### src/rtl/store_buffer.sv
// store_buffer
//   Posted-store queue in front of the data memory. Word stores from the
//   pipeline are queued and drained to memory in any cycle without a load.
//   Younger loads see buffered data through word-address forwarding.
//
// Ports
//   clk, rst_n                 clock, asynchronous active-low reset
//   st_valid/st_addr/st_data   store request; accepted when st_ready is high
//   st_ready                   buffer not full (from registered count only)
//   ld_valid/ld_addr/ld_funct3 load request (000 = LB, anything else = LW)
//   ld_data                    final load data (combinational, same cycle)
//   mem_read/mem_write/mem_addr/mem_wd/mem_funct3  data memory controls
//   mem_rd                     data memory read data
//   sb_empty                   no stores pending
module store_buffer #(
  parameter int DEPTH      = 4,
  parameter int DM_ADDRESS = 9,
  parameter int DATA_W     = 32
) (
  input  logic                  clk,
  input  logic                  rst_n,
  input  logic                  st_valid,
  input  logic [DM_ADDRESS-1:0] st_addr,
  input  logic [DATA_W-1:0]     st_data,
  output logic                  st_ready,
  input  logic                  ld_valid,
  input  logic [DM_ADDRESS-1:0] ld_addr,
  input  logic [2:0]            ld_funct3,
  output logic [DATA_W-1:0]     ld_data,
  output logic                  mem_read,
  output logic                  mem_write,
  output logic [DM_ADDRESS-1:0] mem_addr,
  output logic [DATA_W-1:0]     mem_wd,
  output logic [2:0]            mem_funct3,
  input  logic [DATA_W-1:0]     mem_rd,
  output logic                  sb_empty
);

  localparam int PTR_W = $clog2(DEPTH);
  localparam int WA_W  = DM_ADDRESS - 2;
  localparam logic [PTR_W:0] FULL_COUNT = (PTR_W + 1)'(DEPTH);
  localparam logic [2:0] F3_LB = 3'b000;
  localparam logic [2:0] F3_LW = 3'b010;

  logic [WA_W-1:0]   ent_addr [DEPTH];
  logic [DATA_W-1:0] ent_data [DEPTH];
  logic [DEPTH-1:0]  ent_valid;
  logic [PTR_W-1:0]  head, tail;
  logic [PTR_W:0]    count;

  logic              enq, drain;
  logic              fwd_hit;
  logic [DATA_W-1:0] fwd_word;
  logic [PTR_W-1:0]  fwd_idx;

  // Byte offsets are meaningless for full-word stores and word forwarding.
  logic unused_low_bits;
  assign unused_low_bits = ^{st_addr[1:0], ld_addr[1:0]};

  assign st_ready = (count != FULL_COUNT);
  assign sb_empty = (count == '0);
  assign enq      = st_valid && st_ready;
  // Loads own the memory port; a drain only happens in a load-free cycle.
  assign drain    = !ld_valid && !sb_empty;

  // Memory-port arbitration.
  always_comb begin
    // NOTE: every output gets a default first so no path leaves it unassigned (no latch).
    mem_read   = 1'b0;
    mem_write  = 1'b0;
    mem_addr   = '0;
    mem_wd     = '0;
    mem_funct3 = '0;
    if (ld_valid) begin
      mem_read   = 1'b1;
      mem_addr   = ld_addr;
      mem_funct3 = ld_funct3;
    end else if (drain) begin
      mem_write  = 1'b1;
      mem_addr   = {ent_addr[head], 2'b00};
      mem_wd     = ent_data[head];
      mem_funct3 = F3_LW;
    end
  end

  // Forwarding: walk oldest to youngest so the last match (nearest tail) wins.
  // The store arriving this cycle is not yet in the array, so it never forwards.
  always_comb begin
    fwd_hit  = 1'b0;
    fwd_word = '0;
    fwd_idx  = '0;
    for (int k = 0; k < DEPTH; k++) begin
      fwd_idx = head + PTR_W'(k);
      if (ent_valid[fwd_idx] && (ent_addr[fwd_idx] == ld_addr[DM_ADDRESS-1:2])) begin
        fwd_hit  = 1'b1;
        fwd_word = ent_data[fwd_idx];
      end
    end
  end

  // On a miss the memory has already sign-extended an LB, so mem_rd passes as-is.
  always_comb begin
    ld_data = mem_rd;
    if (ld_valid && fwd_hit) begin
      if (ld_funct3 == F3_LB) ld_data = {{(DATA_W-8){fwd_word[7]}}, fwd_word[7:0]};
      else                    ld_data = fwd_word;
    end
  end

  // Control state: pointers, occupancy and per-entry valid bits.
  always_ff @(posedge clk or negedge rst_n) begin
    if (!rst_n) begin
      head      <= '0;
      tail      <= '0;
      count     <= '0;
      ent_valid <= '0;
    end else begin
      // NOTE: non-blocking assignments so every register samples pre-edge values.
      // enq and drain never target the same slot: drain needs count>0, enq needs count<DEPTH.
      if (enq) begin
        tail            <= tail + 1'b1;
        ent_valid[tail] <= 1'b1;
      end
      if (drain) begin
        head            <= head + 1'b1;
        ent_valid[head] <= 1'b0;
      end
      case ({enq, drain})
        2'b10:   count <= count + 1'b1;
        2'b01:   count <= count - 1'b1;
        default: count <= count;
      endcase
    end
  end

  // NOTE: the payload array has no reset; ent_valid alone decides whether an entry is live.
  always_ff @(posedge clk) begin
    if (enq) begin
      ent_addr[tail] <= st_addr[DM_ADDRESS-1:2];
      ent_data[tail] <= st_data;
    end
  end

endmodule
### config.mk
export PLATFORM = sky130hd
export DESIGN_NAME = store_buffer
export DESIGN_NICKNAME = d
export VERILOG_FILES = /design/src/rtl/store_buffer.sv
export SDC_FILE = /design/constraint.sdc
export NUM_CORES = 1
export LEC_CHECK = 0
export CAP_MARGIN = 20
export CELL_PAD_IN_SITES_DETAIL_PLACEMENT = 0
export CELL_PAD_IN_SITES_GLOBAL_PLACEMENT = 2
export CORE_ASPECT_RATIO = 0.6
export CORE_UTILIZATION = 42
export CTS_CLUSTER_DIAMETER = 50
export DETAILED_ROUTE_END_ITERATION = 8
export HOLD_SLACK_MARGIN = 0.08
export MAX_ROUTING_LAYER = met4
export PLACE_DENSITY = 0.83
export SYNTH_ARGS = -nofsm -noshare
export SYNTH_HDL_FRONTEND = slang
export SYNTH_SLANG_ARGS = --single-unit
### constraint.sdc
create_clock -name clk -period 9.05 [get_ports clk]
set_input_delay 1.3575 -clock clk [delete_from_list [all_inputs] [get_ports clk]]
set_output_delay 1.3575 -clock clk [all_outputs]
set_load 0.1 [all_outputs]
# Yosys cells after proc, flatten, opt, wreduce, memory -nomap -nowiden
# Memories as Yosys holds them, arrays and structs flattened.
# Index checks and enable logic that the tools add are counted.
# classes
n_addsub	6
bitwise_logic	3
div	0
mul	0
n_reduce_logical	14
muxes	36
eq_ne	7
n_lt_le_gt_ge	7
n_shift	0
# ops
cell	n
$mux 32	8
$eq 7x7->1	4
$mux 9	2
$lt 2x3->1 const B	5
$mux 1	15
$logic_and 1x1->1	9
$bmux 1 s2	4
$mux 4	2
$logic_not 3->1	2
$pmux 3 s2	1
$add 2x1->2 const B	2
$add 2x2->2 const B	2
$and 4x4->4	1
$demux 1 s2	2
$ge 2x1->1 const B	2
$not 4->4	1
$or 4x4->4	1
$add 3x1->3 const B	1
$mux 3	1
$ne 3x3->1 const B	1
$sub 3x1->3 const B	1
$eq 2x1->1 const B	1
$eq 2x2->1 const B	1
$logic_not 1->1	2
other kinds (2)	2
# totals
rom_bits	0
inputBits	89
mem_bits_rw	156
regBits	11
wordCells	79
memories	2
latchBits	0
# mem_list
name	words	word_bits	rd	rd_clocked_by_memory_dff	write_ports	line_no	text
ent_data	4	32	4	0	1	46	logic [DATA_W-1:0] ent_data [DEPTH];
ent_addr	4	7	4	0	1	45	logic [WA_W-1:0] ent_addr [DEPTH];

# Longest topological paths before layout
# depth
ltp_word	9
ltp_mapped	16

# Worst setup path before layout
# Ideal clock, no wire load.
# synth_path
path_kind	input to output
startpoint	input ld_addr[6]
endpoint	output ld_data[6]
t_arrival_ps	6193
path_slack_ps	1499
stages	9
required_ps	7693
path_cell_list	clkbuf_1 -> xnor2_1 -> a32o_1 -> mux2i_1 -> a2111o_1 -> o21ai_2 -> o31ai_2 -> buf_2 -> o41ai_1
# synth_via
elab_chain_cells	8
word_cells_on_any_way	19
classes_between	4 x eq/ne; 10 x mux; 5 x reduce/logical
# synth_rtl
element	line_no	text
from (decl)	27	input logic [DM_ADDRESS-1:0] ld_addr,
$eq 7x7->1	94	if (ent_valid[fwd_idx] && (ent_addr[fwd_idx] == ld_addr[DM_ADDRESS-1:2])) begin
$logic_and 1x1->1	94	
$mux 32 or $mux 1 (tied branches) (4 in series)	94	
$mux 32 or $logic_and 1x1->1 (tied branches)	105, 104	
$mux 32 (*)	104	if (ld_valid && fwd_hit) begin
to (decl)	29	output logic [DATA_W-1:0] ld_data,
# Mark *: on every way between the ends. The rest lies on a longest branch, timed or not.

# Final worst setup path
# layout_path
startpoint	register head[0]
endpoint	output ld_data[1]
# layout_via
word_cells_on_any_way	32
classes_between	3 x add/sub; 4 x eq/ne; 18 x mux; 5 x reduce/logical; 2 x memory
# layout_lines
element	line_no	text
from (decl)	48	logic [PTR_W-1:0] head, tail;
from (signal assigned)	125	head <= head + 1'b1;
$add 2x2->2 (*)	93	fwd_idx = head + PTR_W'(k);
via fwd_idx[0]	54	logic [PTR_W-1:0] fwd_idx;
$mem_v2 4x7 or $bmux 1 s2 (tied branches)	-	
$eq 7x7->1 or $mux 1 (tied branches)	94	
$logic_and 1x1->1	94	
$mux 32 or $mux 1 (tied branches)	94	
$mux 32 or $logic_and 1x1->1 (tied branches)	105, 104	
$mux 32 (*)	104	
# Mark *: on every way through the listed nets, which the timed path passes. The rest lies on a longest branch. The select of a mux whose other input is x is not followed.

==> impl.org <==
** Setup path
- Critical setup path kind :: register to output port
- In this run the worst path has a maximum fanout of 57.
- Required time of the worst setup path :: 7690 ps
- STA puts the critical path data arrival time at 7110 ps.
- Worst R2R Start :: head[0]
- Startpoint class of the critical path :: register
- The most critical setup path has its startpoint at head[0].
- Element type at the critical path end :: output port

** Drt
- Average wire length per cell after detail routing :: 25.0 um
- Dividing the detail-routed via count by the number of cells gives 6.24.
- Wire segments on met2 add up to 15100 um in the final route.
- The detailed router put a total of 14000 um of wire on met1.
- Antenna-violating nets left :: 0
- Final wirelength :: 31800 um
- Routed vias :: 7955
- For this block, the initial DRC count from the detailed router was 744.
- Met3 wire len :: 2440 um
- Highest routing layer actually used :: met4
- Before antenna repair, the detailed router went through 5 iterations.
- Count of unresolved DRC violations after routing :: 0

** Synth
- The synthesized netlist occupies a cell area of 11300 um^2.
- Dominant synthesized flop cell :: sky130_fd_sc_hd__edfxtp_1
- After technology mapping, the gate count stands at 770.
- Cells taking the most area after synthesis :: sky130_fd_sc_hd__edfxtp_1 (41%), sky130_fd_sc_hd__mux4_2 (28%), sky130_fd_sc_hd__xnor2_1 (2.9%)
- The synthesized design spends more area on one cell type than any other, namely sky130_fd_sc_hd__edfxtp_1.
- Fraction of synthesized cell area taken by the top area cell type :: 41.5%
- The number of different library cells used by synthesis comes to 52.
- Most frequently used cell type in the post-synthesis netlist :: sky130_fd_sc_hd__edfxtp_1
- Sequential share of the synthesized area :: 43.9%
- Top cell types by occurrence after synthesis :: sky130_fd_sc_hd__edfxtp_1 (156), sky130_fd_sc_hd__mux4_2 (142), sky130_fd_sc_hd__nor2_1 (41)
- Yosys mapped a number of flops with a built-in enable equal to 156.
- Dividing the synthesized area by the synthesized cell count gives 14.7 um^2.
- Yosys warnings :: 0
- In the synthesized netlist the async set-or-reset flop fraction comes to 6.59%.
- Total nets after synthesis :: 869
- Flop and latch count out of synthesis :: 167

** Finish
- Layout overhead on the synthesized area :: 22.2%
- In the final layout, the share of cells above drive strength 1 is 25.4%.
- Number of filler instances in the final layout :: 2172
- Number of nets in the layout :: 996

** Timing
- Final count of pins violating max slew :: 0
- Upper clock frequency limit :: 0.118 GHz
- Finish-stage setup viols :: 0
- Final Worst Setup Slack :: 587 ps
- RSZ-0062 raised after global routing :: no
- Slew at the pin with the worst max-slew slack :: 1010 ps
- Headroom to the max-slew limit came out at 32.5%.
- For the final routed database, the setup TNS stands at 0 ps.
- Final clock period utilization by the worst path :: 93.5%
- Worst Clk Skew :: 11.7 ps
- After layout, the minimum clock period comes to 8460 ps.
- The final count of hold timing violations is 0.

** Pwr
- Across the VDD grid, the largest voltage drop is 279 uV.
- Power density relative to cell area :: 371 nW/um^2
- Leakage power :: 4.56 nW

** Floorplanning
- Number of placed I/O pins :: 169
- In this run the core area contains 46 standard-cell rows.
- From left edge to right edge, the die measures 214 um.
- Die height :: 129 um
- Initial Utilization :: 42.8%
- The floorplan step defined a die boundary enclosing 27600 um^2.
- Core ar. :: 26400 um^2

** Hold path
- Min-delay src :: count[0]
- Worst hold-check path type :: register to register

** Place
- OpenSTA, run right after detailed placement, puts the worst setup slack at 1070 ps.
- The HPWL after detailed placement is 20200 um.
- Weighted congestion at the end of routability-driven global placement :: 0.794
- The count of buffers added on input and output ports is 166.

** Clocking
- Clock tree synthesis inserted a total of 17 buffers.
- CTS saw 167 sinks.
- H-tree levels :: 4
- Number of buffers added for setup after CTS :: 0
- After clock tree synthesis, the clock-pin slew on the worst setup and hold paths is 70 ps.
- Post-cts resize count :: 0
- Count of hold-fix buffers inserted at cts :: 0
- Clock latency on the worst-skew pair, taken at its later pin, is 430 ps.
- The root buffer cell chosen for the clock tree is sky130_fd_sc_hd__clkbuf_16.
- Clock tree from TritonCTS :: built
- Counting along the longest clock path gives a buffer depth of 2.

** GRT
- The first global-routing pass estimated 47400 um of wire.
- Global routing finished with a remaining overflow of 0.
- Antenna violations before repair :: 4
- Via count of the first global-routing pass :: 7922
- For this run, the total global-route usage over all layers was measured as 24.2%.
- Largest net degree at the start of global routing :: 58

** Job
- Max-cap violations in this run came to 0.

** Outcome
- The flow ran to the end, and the final reports show no timing, DRC or antenna violations.
==> power breakdown <==
group | switching (W) | internal (W) | leakage [nW] | total, W
clock network | 0.000289 | 0.000496 | 0.309 | 0.000785
registers | 0.000199 | 0.00104 | 1.56 | 0.00124
logic | 0.00181 | 0.00129 | 2.69 | 0.00310
total | 0.00229 | 0.00282 | 4.56 | 0.00512
==> layer usage <==
metal	up-vias	global-route usage [%]
li1	3432	-
met1	4171	33.8
met2	321	36.6
met3	31	4.70
met4	0	5.59
met5	-	-
==> cell families after synthesis <==
logic type / after synthesis / synth area share [%]
compound gates: 127 / 9.89
xor+xnor: 52 / 4.03
fa+ha+maj: 10 / 1.17
buf+inv: 109 / 4.39
flops: 167 / 43.9
mux: 167 / 30.5
simple gates: 138 / 6.07
==> through the flow <==
stage | cells | instance area (um^2) | util [%] | power [W] | hold slack [ps]
after detailed placement | 1238 | 13200 | 49.8 | 0.00435 | 501
after global placement | 1238 | 13200 | 49.8 | 0.00427 | 480
after floorplan | 770 | 11300 | - | 0.00371 | 464
after CTS | 1270 | 13800 | 52.2 | 0.00515 | 511
final | 1274 | 13800 | 52.2 | 0.00512 | 514
after global routing | 1274 | 13800 | 52.2 | 0.00536 | 520
==> registers in the layout (all words and copies together) (netlist names) <==
signal,flops
ent_data,128
ent_addr,28
ent_valid,4
count,3
head,2
tail,2
==> final timing paths <==
check                        endpoint  slack [ps]  depth (start not counted)
max                        ld_data[1]         590                         11
min                          count[0]         510                          1
max reg2reg                   head[1]        5770                          5
min reg2reg                  count[0]         510                          1
max in group asynchronous     head[0]        7310                          1
min in group asynchronous    count[1]        1300                          1
==> layout make-up <==
type / instances / area [um^2] / share of cell area [%]
Multi-Input combinational cell: 494 / 5890 / 42.6
Antenna cell: 4 / 10.0 / 0.0725
Tap cell: 360 / 450 / 3.26
Sequential cell: 167 / 4970 / 36.0
Clock buffer: 23 / 458 / 3.32
Inverter: 33 / 124 / 0.897
Timing Repair Buffer: 184 / 1730 / 12.6
Clock inverter: 9 / 174 / 1.26
==> cells in the final DEF, fill, tap and decap left out, drive strengths merged, types with 2 or more instances in the layout <==
cell / n
a2bb2oi: 4
o221ai: 2
o31ai: 2
inv: 32
nor2: 41
nand2b: 2
dfrtp: 11
o211ai: 2
a22o: 8
a21o: 3
xnor2: 37
and2: 39
nand2: 24
nand3: 9
nor3: 5
clkbuf: 23
a2111oi: 25
a221oi: 26
mux2i: 25
o21ai: 4
bufinv: 5
a32o: 4
buf: 43
xor2: 15
and3: 5
clkdlybuf4s50: 141
o22a: 25
nor3b: 2
mux4: 142
nor2b: 8
clkinv: 5
edfxtp: 156
ha: 9
diode: 4
a21oi: 5
o41ai: 9
==> worst max-delay path, cell delays in order (launching register included) <==
cell and delay (ps):
sky130_fd_sc_hd__dfrtp_4 730, sky130_fd_sc_hd__clkinv_1 530, sky130_fd_sc_hd__ha_4 1040, sky130_fd_sc_hd__mux2i_1 500
sky130_fd_sc_hd__o22a_1 200, sky130_fd_sc_hd__nor2_1 40, sky130_fd_sc_hd__a2111oi_2 640, sky130_fd_sc_hd__and2_2 780
sky130_fd_sc_hd__o31ai_2 100, sky130_fd_sc_hd__buf_4 250, sky130_fd_sc_hd__o41ai_1 580, sky130_fd_sc_hd__clkdlybuf4s50_1 1240
(Power assumes the default switching activity.)
